==> src/rtl/riscv_ctrl_pkg.sv <==
// Shared definitions for the RV32I multi-cycle control path:
// supported opcodes, sequencer states and ALU operation codes.
package riscv_ctrl_pkg;

  localparam logic [6:0] OP_BEQ   = 7'b1100011;
  localparam logic [6:0] OP_RTYPE = 7'b0110011;
  localparam logic [6:0] OP_STORE = 7'b0100011;
  localparam logic [6:0] OP_LOAD  = 7'b0000011;
  localparam logic [6:0] OP_ITYPE = 7'b0010011;

  typedef enum logic [2:0] {
    ST_IDLE,
    ST_FETCH,
    ST_DECODE,
    ST_EXEC,
    ST_MEM,
    ST_WB,
    ST_ERROR
  } ctrl_state_t;

  typedef enum logic [1:0] {
    ALU_ADD    = 2'b00,
    ALU_SUB    = 2'b01,
    ALU_RFUNCT = 2'b10,
    ALU_IFUNCT = 2'b11
  } alu_op_t;

  function automatic logic is_legal_op(input logic [6:0] op);
    return (op == OP_BEQ) || (op == OP_RTYPE) || (op == OP_STORE) ||
           (op == OP_LOAD) || (op == OP_ITYPE);
  endfunction

endpackage

==> src/rtl/mem_wait_timer.sv <==
// Counts memory wait cycles for the current request; expired flags the
// cycle in which the count has reached the timeout limit.
module mem_wait_timer #(
  parameter int MEM_TIMEOUT = 15,
  parameter int TW          = 4
) (
  input  logic clk,
  input  logic n_rst,
  input  logic clr,
  input  logic count_en,
  output logic expired
);

  logic [TW-1:0] r_cnt;

  always_ff @(posedge clk or negedge n_rst) begin
    if (!n_rst) begin
      r_cnt <= '0;
    end else if (clr) begin
      r_cnt <= '0;
    end else if (count_en) begin
      r_cnt <= r_cnt + 1'b1;
    end
  end

  assign expired = (r_cnt == TW'(MEM_TIMEOUT));

endmodule

==> src/rtl/multicycle_control.sv <==
// Multi-cycle sequencer for the RV32I core: steps FETCH/DECODE/EXEC/MEM/WB,
// drives datapath controls and the shared memory request/ready handshake.
//
//  state     | meaning
//  ----------+----------------------------------------------------------
//  ST_IDLE   | one cycle after reset, outputs idle
//  ST_FETCH  | instruction read at PC, IR loads on mem_ready
//  ST_DECODE | latch opcode, reject unsupported ones (skip to next PC)
//  ST_EXEC   | ALU operation; BEQ/BNE resolves and retires here
//  ST_MEM    | data access at ALU address; STORE retires on mem_ready
//  ST_WB     | register write-back and PC+4
//  ST_ERROR  | memory timeout, halted until reset
module multicycle_control
  import riscv_ctrl_pkg::*;
#(
  parameter int MEM_TIMEOUT = 15,
  parameter int TW          = 4
) (
  input  logic       clk,
  input  logic       n_rst,
  input  logic [6:0] opcode,
  input  logic [2:0] funct3,
  input  logic       zero,
  input  logic       mem_ready,
  output logic       mem_req,
  output logic       mem_we,
  output logic       addr_sel,
  output logic       ir_wr,
  output logic       pc_wr,
  output logic       pc_src,
  output logic       reg_wr,
  output logic       alu_src,
  output logic [1:0] alu_op,
  output logic       mem_to_reg,
  output logic       retire,
  output logic       illegal_instr,
  output logic       halted
);

  ctrl_state_t r_state, w_next;
  logic [6:0]  r_op_q;
  alu_op_t     w_alu_op;
  logic        w_expired;
  logic        w_unused;

  assign w_unused = |funct3[2:1];

  // Counter is held at zero whenever no request is pending, so it restarts
  // on every FETCH/MEM entry and after each completed access.
  mem_wait_timer #(
    .MEM_TIMEOUT (MEM_TIMEOUT),
    .TW          (TW)
  ) u_wait_timer (
    .clk      (clk),
    .n_rst    (n_rst),
    .clr      (~mem_req | mem_ready),
    .count_en (mem_req & ~mem_ready),
    .expired  (w_expired)
  );

  always_ff @(posedge clk or negedge n_rst) begin
    if (!n_rst) begin
      r_state <= ST_IDLE;
    end else begin
      r_state <= w_next;
    end
  end

  always_ff @(posedge clk or negedge n_rst) begin
    if (!n_rst) begin
      r_op_q <= '0;
    end else if (r_state == ST_DECODE) begin
      r_op_q <= opcode;
    end
  end

  always_comb begin
    w_next = r_state;
    case (r_state)
      ST_IDLE:   w_next = ST_FETCH;
      ST_FETCH: begin
        if (mem_ready)      w_next = ST_DECODE;
        else if (w_expired) w_next = ST_ERROR;
      end
      ST_DECODE: w_next = is_legal_op(opcode) ? ST_EXEC : ST_FETCH;
      ST_EXEC: begin
        if (r_op_q == OP_BEQ)                              w_next = ST_FETCH;
        else if ((r_op_q == OP_LOAD) || (r_op_q == OP_STORE)) w_next = ST_MEM;
        else                                               w_next = ST_WB;
      end
      ST_MEM: begin
        if (mem_ready)      w_next = (r_op_q == OP_LOAD) ? ST_WB : ST_FETCH;
        else if (w_expired) w_next = ST_ERROR;
      end
      ST_WB:     w_next = ST_FETCH;
      ST_ERROR:  w_next = ST_ERROR;
      default:   w_next = ST_IDLE;
    endcase
  end

  always_comb begin
    mem_req       = 1'b0;
    mem_we        = 1'b0;
    addr_sel      = 1'b0;
    ir_wr         = 1'b0;
    pc_wr         = 1'b0;
    pc_src        = 1'b0;
    reg_wr        = 1'b0;
    alu_src       = 1'b0;
    w_alu_op      = ALU_ADD;
    mem_to_reg    = 1'b0;
    retire        = 1'b0;
    illegal_instr = 1'b0;
    halted        = 1'b0;
    case (r_state)
      ST_FETCH: begin
        mem_req = 1'b1;
        ir_wr   = mem_ready;
      end
      ST_DECODE: begin
        illegal_instr = ~is_legal_op(opcode);
        pc_wr         = ~is_legal_op(opcode);
      end
      ST_EXEC, ST_WB: begin
        // WB keeps the EXEC ALU setup so the result stays stable for write-back.
        case (r_op_q)
          OP_BEQ:   w_alu_op = ALU_SUB;
          OP_RTYPE: w_alu_op = ALU_RFUNCT;
          OP_ITYPE: begin
            w_alu_op = ALU_IFUNCT;
            alu_src  = 1'b1;
          end
          default:  alu_src = 1'b1;
        endcase
        if (r_state == ST_WB) begin
          reg_wr     = 1'b1;
          mem_to_reg = (r_op_q == OP_LOAD);
          pc_wr      = 1'b1;
          retire     = 1'b1;
        end else if (r_op_q == OP_BEQ) begin
          pc_wr  = 1'b1;
          pc_src = zero ^ funct3[0];
          retire = 1'b1;
        end
      end
      ST_MEM: begin
        mem_req  = 1'b1;
        addr_sel = 1'b1;
        alu_src  = 1'b1;
        mem_we   = (r_op_q == OP_STORE);
        if (mem_ready && (r_op_q == OP_STORE)) begin
          pc_wr  = 1'b1;
          retire = 1'b1;
        end
      end
      ST_ERROR:  halted = 1'b1;
      default: ;
    endcase
  end

  assign alu_op = w_alu_op;

endmodule

==> config.mk <==
export PLATFORM = sky130hd
export DESIGN_NAME = multicycle_control
export DESIGN_NICKNAME = d
export VERILOG_FILES = /design/src/rtl/riscv_ctrl_pkg.sv /design/src/rtl/mem_wait_timer.sv /design/src/rtl/multicycle_control.sv
export SDC_FILE = /design/constraint.sdc
export NUM_CORES = 1
export LEC_CHECK = 0
export ABC_AREA = 0
export ABC_CLOCK_PERIOD_IN_PS = 1100
export CORE_MARGIN = 8
export CORE_UTILIZATION = 25
export CTS_BUF_LIST = sky130_fd_sc_hd__clkbuf_16
export DETAILED_ROUTE_END_ITERATION = 12
export DONT_BUFFER_PORTS = 1
export PLACE_DENSITY_LB_ADDON = 0.25
export REMOVE_ABC_BUFFERS = 1
export SYNTH_ARGS = -nofsm -noshare
export SYNTH_HDL_FRONTEND = slang
export SYNTH_SLANG_ARGS = --single-unit
==> constraint.sdc <==
create_clock -name clk -period 1.1 [get_ports clk]
set_clock_uncertainty 0.05 [all_clocks]
set_input_delay 0 -clock clk [delete_from_list [all_inputs] [get_ports clk]]
set_output_delay 0 -clock clk [all_outputs]
set_load 0.02 [all_outputs]
# Word-level counts from Yosys, hierarchy flattened
# Index checks and enable logic that the tools add are counted.
# totals
mem_count	0
latchBits	0
in_bits	14
out_inout_bits	14
mem_bits_ro	0
mem_bits_rw	0
wordCells	71
ff_bits	14
# classes
n_shift	0
n_eq_ne	17
magnitude_cmp	0
addsub	1
n_mux	32
reduce_logical	12
div_mod_pow	0
bitwise_logic	6
multipliers	0
# op_table
cell	n
7-bit by 6-bit equality test with 1-bit output (second input constant)	4
1-bit two-way mux	18
3-bit case mux with 6 select lines	1
3-bit two-way mux	5
7-bit by 2-bit equality test with 1-bit output (second input constant)	2
7-bit by 5-bit equality test with 1-bit output (second input constant)	2
7-bit equality test (second input constant)	2
3-bit equality test (second input constant)	3
4-bit two-way mux	2
2-bit OR reduction	4
3-bit by 2-bit equality test with 1-bit output (second input constant)	2
2-bit case mux with 3 select lines	1
1-bit logical OR	5
4-bit by 1-bit adder with 4-bit output (second input constant)	1
4-bit equality test (second input constant)	1
2-bit two-way mux	2
1-bit case mux with 2 select lines	2
3-bit by 1-bit equality test with 1-bit output (second input constant)	1
3-bit logical NOT	1
1-bit inverter	3
1-bit case mux with 3 select lines	1
2-bit nonzero test	1
1-bit AND	1
1-bit logical AND	1
other kinds (2)	2

# Logic depth before layout (Yosys ltp)
# Gate-level depths: netlist of the first run.
# depth
ltp_word	7
depth_mapped	4

# Modules after synthesis
# A second synthesis of the first run with hierarchy kept.
# hier_totals
cells_unflattened	94
hier_area_um2	949.7
# by_module_without_submodules
module	seq_area_each_um2	area_each_um2	instances	cells_per_inst
multicycle_control	250.2	750.7	1	77
mem_wait_timer	100.1	198.9	1	17

# Worst setup path after synthesis of the first run
# No wires, ideal clock.
# synth_timing
kind	register to output
start	register r_op_q[4]
end	output pc_src
path_slack_ns	-0.327
required_ns	1.050
stages_incl_launch_ff	3
t_arrival_ns	1.377
path_cell_list	dfrtp_1 > nand3b_2 > nor4_1
# synth_between
elab_chain_cells	4
# synth_lines
element	line	text
start: declaration	multicycle_control.sv:41	logic [6:0] r_op_q;
start signal: assignment	multicycle_control.sv:73	r_op_q <= opcode;
7-bit equality test	multicycle_control.sv:140	end else if (r_op_q == OP_BEQ) begin
1-bit two-way mux	multicycle_control.sv:140	
1-bit two-way mux	multicycle_control.sv:135	if (r_state == ST_WB) begin
1-bit two-way mux	multicycle_control.sv:115	case (r_state)
end: declaration	multicycle_control.sv:30	output logic pc_src,
# No other way between the ends.

# Final worst setup path of the first run
# layout_timing
start	register r_state[1]
end	output pc_wr
# layout_between
elab_chain_cells	3
elab_cells_between_ends	7
cone_classes	4 x eq/ne; 2 x mux; 1 x reduce/logical
# layout_lines
element	line	text
start: declaration	multicycle_control.sv:40	ctrl_state_t r_state, w_next;
start signal: assignment	multicycle_control.sv:65	r_state <= w_next;
3-bit equality test / 3-bit by 2-bit equality test with 1-bit output (equally long branches)	multicycle_control.sv:115, multicycle_control.sv:135	
1-bit two-way mux / 2-bit OR reduction (equally long branches)	multicycle_control.sv:135, multicycle_control.sv:115	
1-bit case mux with 3 select lines (*)	multicycle_control.sv:115	
end: declaration	multicycle_control.sv:29	output logic pc_wr,
# Mark *: on every way between the ends. The rest lies on a longest branch, timed or not.

==> results of run 1 <==
worst paths after layout:
check | end | slack (ns) | cells past startpoint
worst max-delay path | pc_wr | -0.48 | 5
worst min-delay path | r_state[0]$_DFF_PN0_ | -0.0004 | 3
worst max register to register | r_op_q[5]$_DFFE_PN0P_ | -0.31 | 5
worst min register to register | u_wait_timer.r_cnt[0]$_DFF_PN0_ | 0.49 | 2
max in group asynchronous | r_state[0]$_DFF_PN0_ | 0.34 | 1
min in group asynchronous | r_op_q[2]$_DFFE_PN0P_ | 0.19 | 1
placed cells by master (no fill, tap or decap), types with 2 or more instances in the layout:
master,n
a21oi_1,3
dlygate4sd3_1,9
mux2_4,7
dfrtp_2,3
nor2_4,4
xnor2_1,2
and3_4,2
nor3b_4,2
nand2_4,2
nor3b_2,3
xor2_1,2
dfrtp_1,11
nand2b_1,3
nand2b_4,2
o211ai_1,3
buf_12,2
nand4_1,2
buf_6,17
nand3b_1,2
clkbuf_16,3
buf_4,40
kinds of logic after synthesis:
logic type	count (synthesis)
xor+xnor	5
fa+ha+maj	1
flops	14
compound gates	15
buf+inv	6
mux	7
simple gates	42
registers in the layout, summed over array words and instances, names as in the netlist:
name,flops
r_op_q,7
r_state,3
u_wait_timer.r_cnt,4
layout make-up:
class | count | area (sq um)
Clock buffer | 3 | 75.1
Sequential cell | 14 | 354
Timing Repair Buffer | 69 | 637
Clock inverter | 1 | 3.75
Inverter | 2 | 10.0
Multi-Input combinational cell | 70 | 766
Tap cell | 48 | 60.1
Fill cell | 329 | 1780
what timing repair did:
action | in CTS | in global routing
endpoints found under the setup margin | 28 | 28
hold endpoints to repair | 27 | 0
buffers inserted | 10 | 7
hold buffers | 9 | 0
pin swaps | 11 | 15
resized for setup | 32 | 32
per-layer routing:
metal | GRT usage [%] | vias up | share of wire [%]
met4 | 1.67 | 0 | 0.41
met1 | 12.1 | 461 | 42
met2 | 17.0 | 17 | 53
met5 | 0 | - | 0
li1 | - | 473 | -
met3 | 3.87 | 2 | 4.9
synth_stat cells, drive strengths merged, types with 2 or more instances:
library cell,count
nand4bb,2
nor2b,2
buf,4
nand3b,3
mux2,7
a21oi,4
inv,2
xor2,3
nand4,2
and4bb,2
and3,3
nand2b,5
dfrtp,14
nand3,2
o221ai,2
nor3b,5
nand2,2
nor2,6
o211ai,3
xnor2,2
report_power, final:
part / total [mW] / switching (mW) / internal, mW
registers: 1.02 / 0.288 / 0.733
logic: 3.10 / 1.21 / 1.89
clock network: 0.704 / 0.222 / 0.482
total: 4.83 / 1.72 / 3.11
through the flow:
step	cell area, sq um	hold WS, ns	std cells
floorplan	935	-0.346	86
detailed placement	1330	-0.345	177
CTS	1690	0.0135	200
finish	1910	-0.000447	207
global route	1910	0.00400	207
global placement	1330	-0.345	177
worst max-delay path: stages (launching register included):
cell	delay, ns
dfrtp_1	0.41
buf_4	0.17
and4bb_1	0.28
nand4_1	0.12
o211ai_1	0.14
buf_4	0.18
==> results.md, run 1 <==
Power and ir drop:
- The overall power consumption is around 4.8 mW.
- IR analysis of the VDD net gives a maximum drop of about 0.001 V.
- Power spread over the standard cell area amounts to 2530 nW/um^2.
- The static leakage is around 0.86 nW.

CTS:
- The root buffer selected by CTS is clkbuf_16.
- The CTS clock-pin slew for the worst setup and hold paths is 0.05 ns.
- TritonCTS built the clock tree.
- TritonCTS created 3 clock buffers.
- The clock latency reported for the late side of the worst-skew pair is between 0.2 and 0.3 ns.
- In this run the number of H-tree levels came out at 1.
- The number of clock sinks is 14.
- The longest clock path from root to sink contains 2 buffers.

Critical path:
- The sort of element at the end of the critical path is an output pin.
- The critical path launch point is r_state[1]$_DFF_PN0_.
- The category of the worst setup path launch point is a flop.
- The critical path class is flop to output pin.
- Data arrives at the worst endpoint at 1.53 ns.
- The peak fanout along the critical path is 5.
- The startpoint of the worst-slack reg-to-reg timing path is r_state[2]$_DFF_PN0_.
- Data on the critical path is required at its endpoint by 1.05 ns.

STA:
- Setup violations remaining at the end of the flow were counted as 28.
- The number of endpoints with negative hold slack in the final report was 1.
- Headroom to the max-slew limit came out at around 55%.
- The setup total negative slack is -8.19 ns.
- The number of max-slew violations in the final report was 0.
- Timing would allow up to 0.631 GHz.
- Across all setup checks in the final design, the least slack found is -0.485 ns.
- The final worst hold slack is -0.000447 ns.
- The final critical path takes up 144% of the cycle.
- Setup repair after global routing could not meet its margin everywhere.
- For the pin with the worst max-slew slack, the measured transition is 0.679 ns.
- Counting I/O delays and the setup requirement, the final critical path takes 1.58 ns.

Synth:
- A synthesized cell averages about 11 sq um.
- The fraction of post-synthesis cell area in the top cell type by area is 36.0%.
- After synthesis, the share of cell area in mux cells is 10.8%.
- Of all flip-flops after synthesis, the portion carrying an async set or reset was 100%.
- The count of warnings emitted by yosys is 0.
- The register area share after synthesis is roughly 36%.
- In this run, synthesis inferred 0 flip-flops with an integrated enable.
- The number of instances in the synthesized netlist is 90.
- The area fraction in compound gates after synthesis is roughly 11%.
- After synthesis, the largest family of logic cells by area is simple AND/OR/NAND/NOR gates.
- The biggest area consumer among synthesized cells is dfrtp_1.
- Summing every instance area after synthesis gives 972 sq um.
- The flip-flop and latch count after synthesis is 14.
- Summing the areas of all fa, ha and maj instances in the mapped netlist gives under 10% of the synthesized area.
- After synthesis, the cell types taking the most area are dfrtp_1, mux2_4, nand2b_1.
- The distinct cell type count after synthesis is 42.
- The commonest register cell after synthesis is dfrtp_1.
- The xor-xnor portion of the synthesized cell area is 5.28%.
- Summing the areas of all and, or, nand and nor instances in the mapped netlist gives 30.9% of the synthesized area.

Floorplanning:
- The floorplan step set the die height to 78.4 um.
- For this configuration, the core starts out at a cell density of between 20% and 30%.
- Row generation in the floorplan step produced 22 rows.
- The die span in x is 78.4 um.
- 28 I/O pins were placed.
- The area of the core is 3690 sq um.
- The full die area is about 6100 sq um.

Run:
- The max-cap violation count is 0.

Detailed routing:
- The final route contains 953 vias.
- The number of antenna-violating nets in the routed design is 0.
- Dividing the detail-routed via count by the number of cells gives 4.60.
- The final routed wirelength across all metal layers is 3.17 mm.
- In the final routed layout, each cell accounts on average for between 15 and 20 um.
- The violation count after the first detailed-routing iteration is 25.
- For this run, design rule violations remaining after detail routing come to 0.
- For this run, the detailed router's first-pass iteration total came to 4.

GRT:
- Entering global routing, the biggest net connects 15 pins.
- The number of antenna violations at the first check in global routing is 0.
- The overall routing resource usage is 10.1%.
- The first global-routing pass estimated a little over 5 mm of wire.
- The sum of overflow across all layers after global routing is 0.
- The via count of the first global-routing pass is between 1000 and 1500.

Layout:
- The total number of nets in the final design is around 180.
- 0 antenna diodes ended up in the layout.
- The utilization of the core after routing is 51.7%.
- The post-route netlist has 66.7% of its cells at a drive strength greater than 1.
- The area growth from synthesis to layout is 96.0%.

Placement:
- The minimum setup slack after placement is -0.239 ns.
- The HPWL after detailed placement is 2.13 mm.
- The count of buffers added on input and output ports is 0.
- The final estimated routing congestion in global placement is 0.788.

Status:
- The run finished, with violations left.
- The final reports fail on negative hold slack, negative setup slack.

Hold path:
- In this run the most critical hold path is launched from mem_ready.
- The type of the tightest min-delay check is input pin to flop.
Note: power is estimated with default switching activity, not from simulation.
==> inputs of run 2 (changes only) <==
--- a/config.mk
+++ b/config.mk
@@ -6,7 +6,7 @@
 export NUM_CORES = 1
 export LEC_CHECK = 0
 export ABC_AREA = 0
-export ABC_CLOCK_PERIOD_IN_PS = 1100
+export ABC_CLOCK_PERIOD_IN_PS = 1600
 export CORE_MARGIN = 8
 export CORE_UTILIZATION = 25
 export CTS_BUF_LIST = sky130_fd_sc_hd__clkbuf_16
==> constraint.sdc (replaced) <==
create_clock -name clk -period 1.6 [get_ports clk]
set_clock_uncertainty 0.05 [all_clocks]
set_input_delay 0 -clock clk [delete_from_list [all_inputs] [get_ports clk]]
set_output_delay 0 -clock clk [all_outputs]
set_load 0.02 [all_outputs]
==> run 2 against run 1 <==
Effect of this change:
- the run now ends clean
- utilization decreased by 15 points
- critical path depth fell by 1
- combinational power down 65%
- setup slack better by 0.54 ns
- die area unchanged
- critical path type unchanged
==> results.md, run 2 (same netlist as run 1, synthesis figures left out) <==
Placement:
- The minimum setup slack after placement is 0.208 ns (+0.446 ns).
- The final estimated routing congestion in global placement is 0.717 (-9.0%).
- The HPWL after detailed placement is 1.90 mm (-11%).
- The total placed cells including tap cells is 149 (-16%).
- The number of input and output port buffers inserted is 0 (unchanged).

Detailed routing:
- The count of unresolved DRC violations after routing was 0 (unchanged).
- The number of vias in the routed layout is 800 (-16%).
- The violation count after the first detailed-routing iteration is 40 (+60%).
- The number of antenna-violating nets in the routed design is 0 (unchanged).
- The per-cell via count in the routed design is 4.88 (+6.0%).
- The final routed wirelength across all metal layers is 2.53 mm (-20%).
- The number of iterations in the first detailed-routing pass came to 4 (unchanged).
- The average wire per cell in the routed design is 15.4 um (+0.68%).

STA:
- Setup repair after global routing could not meet its margin everywhere.
- The number of endpoints with negative hold slack in the final report is 0 (-1).
- The clock period minus worst slack is around 1.5 ns.
- The relative slew slack is 57.7% (+3.1 points).
- The worst path uses a little over nine tenths of the clock period.
- The fmax is 0.648 GHz.
- The post-route worst setup slack is 0.0579 ns (+0.543 ns).
- The transition at the pin with the smallest max-transition slack is 0.632 ns (-0.0467 ns).
- The count of final setup violators is 0 (-100%).
- The number of max-slew violations in the final report is 0 (unchanged).

Floorplanning:
- The number of primary I/O pins is 28 (unchanged).
- The initial standard-cell utilization of the core was 26.4% (unchanged).
- The die span in x was 78.4 um (unchanged).
- The full die area came to 6140 sq um (unchanged).
- The area of the core is 3690 sq um (unchanged).
- The die outline height is 78.4 um (unchanged).
- The cell row count is 22 (unchanged).

GRT:
- The number of antenna violations at the first check in global routing is 0 (unchanged).
- The first-pass GRT wire length is 4.26 mm (-16%).
- The sum of overflow across all layers after global routing came to 0 (unchanged).
- The overall routing resource usage is 8.56% (-1.6 points).
- The largest net degree at the start of global routing is 15 (unchanged).
- The via count of the first global-routing pass was 849 (-18%).

Layout:
- The total number of nets in the final design came to 132 (-25%).
- In the layout the commonest cells are buf_4, dfrtp_1, dlygate4sd3_1, mux2_4, nor2_1.
- The final non-filler cell total came to 164 (-21%).
- The flip-flop count of the largest register, all copies and words added came to 7 (unchanged).
- Compared with the post-synthesis result, the final layout area differs by 39.3%.
- The final-layout fill cell count came to 379 (+15%).
- Leaving out fill and tap cells, the most frequent cell in the layout is buf_4.
- The largest registers in the layout are r_op_q x7, u_wait_timer.r_cnt x4, r_state x3.
- The antenna diode count is 0 (unchanged).
- Ranked by flip-flop count, first place goes to r_op_q.
- The layout cell share with drive strength beyond 1 came to 37.1% (-30 points).

Critical path:
- The startpoint identified for the worst register-to-register timing path is r_state[2]$_DFF_PN0_.
- The worst setup path is launched from a flop.
- The data arrival at the endpoint of the critical path came to 1.49 ns (-0.04 ns).
- The endpoint required time on the critical path is 1.55 ns (+0.50 ns).
- The peak fanout along the critical path is 5 (unchanged).
- The count of cells along the worst register-to-register path is 5 (unchanged).
- The worst setup path is of the flop to output pin kind.
- The flop-to-flop setup slack is 0.15 ns (+0.46 ns).
- The worst reg2reg path endpoint is r_state[1]$_DFF_PN0_.
- The sort of element at the end of the critical path is an output pin.

CTS:
- The number of clock sinks is 14 (unchanged).
- The maximum level of the CTS H-tree is 1 (unchanged).
- The number of buffers inserted during clock tree synthesis is 3 (unchanged).
- The root buffer selected by CTS is clkbuf_16.
- The clock latency reported for the late side of the worst-skew pair is 0.24 ns (about the same).
- The CTS clock-pin slew for the worst setup and hold paths was 0.04 ns (about the same).
- The maximum clock insertion buffer count was 2 (unchanged).
- The CTS tree is done.

Power and ir drop:
- The overall power consumption was 2.29 mW (-53%).
- The power density relative to cell area was 1690 nW/um^2 (-33%).
- The worst-case vdd ir drop came to 0.000632 V (-39%).
- The static leakage is 0.593 nW (-31%).

Run:
- The max-cap violation count is 0 (unchanged).

Hold path:
- The end point of the worst hold path is r_state[2]$_DFF_PN0_.
- The instance count along the most critical hold path is 3 (unchanged).
- In this run the most critical hold path is launched from mem_ready.
- The type of the tightest min-delay check is input pin to flop.

Status:
- The run finished with clean final reports.
## run 2: cell count changes in the layout (fill, tap and decap cells not counted), sizes merged
cell,before,now
buf,60,17
## run 2: repair_timing
| action | in CTS | in global routing |
|---|---|---|
| pin swaps | 0 | 2 |
| cloned | 0 | 0 |
| setup endpoints to repair | 2 | 4 |
| hold endpoints to repair | 27 | 0 |
| hold buffers | 9 | 0 |
| resized for setup | 2 | 8 |
| setup buffers | 0 | 2 |
## run 2: how the worst max path moves through the flow
| stage | start | end | slack (ns) | cells after the start |
|---|---|---|---|---|
| 4_1_cts | r_state[1]$_DFF_PN0_ | pc_wr | 0.009 | 5 |
| 6_report | r_state[2]$_DFF_PN0_ | pc_wr | 0.06 | 4 |
| 2_1_floorplan | r_state[0]$_DFF_PN0_ | r_op_q[0]$_DFFE_PN0P_ | 0.1 | 2 |
| 5_1_grt | r_state[2]$_DFF_PN0_ | pc_wr | -0.02 | 4 |
| 3_3_place_gp | r_state[0]$_DFF_PN0_ | r_state[1]$_DFF_PN0_ | 0.20 | 4 |
| 3_5_place_dp | r_op_q[2]$_DFFE_PN0P_ | mem_to_reg | 0.21 | 4 |
## run 2: per-stage QoR
stage | utilization [%] | area, sq um | setup TNS (ns) | hold slack (ns)
5_1_grt | 36.7 | 1350 | -0.0382 | 0.0696
4_1_cts | 35.5 | 1310 | 0 | 0.0292
2_1_floorplan | - | 935 | 0 | -0.346
3_5_place_dp | 30.4 | 1120 | 0 | -0.345
3_3_place_gp | 30.4 | 1120 | 0 | -0.345
6_report | 36.7 | 1350 | 0 | 0.0404
## run 2: final cells by class
class                      count  area, sq um  share of cell area (%)
inverter                       2         7.51                   0.555
timing repair buffer          26          230                    17.0
clock inverter                 1         3.75                   0.277
sequential                    14          355                    26.2
tap                           48         60.1                    4.44
multi-input combinational     70          622                    45.9
clock buffer                   3         75.1                    5.55
## run 2: worst max-delay path, stage by stage (launching register included)
cell and delay [ns]:
dfrtp_2 0.43, nand3b_1 0.20, o31a_1 0.34, o211ai_1 0.10, buf_4 0.17
## run 2: power breakdown
part	switching [mW]	total, mW	internal (mW)
combinational	0.503	1.09	0.590
sequential	0.222	0.729	0.506
clock	0.138	0.468	0.330
total	0.863	2.29	1.43
## run 2: metal layers
layer  track usage (%)  vias up  wire length [um]
met5                 0        -                 0
met4              1.67        0                 0
met3              3.87        0               141
met2              13.1       15              1200
met1              10.8      395              1180
li1                  -      390                 -
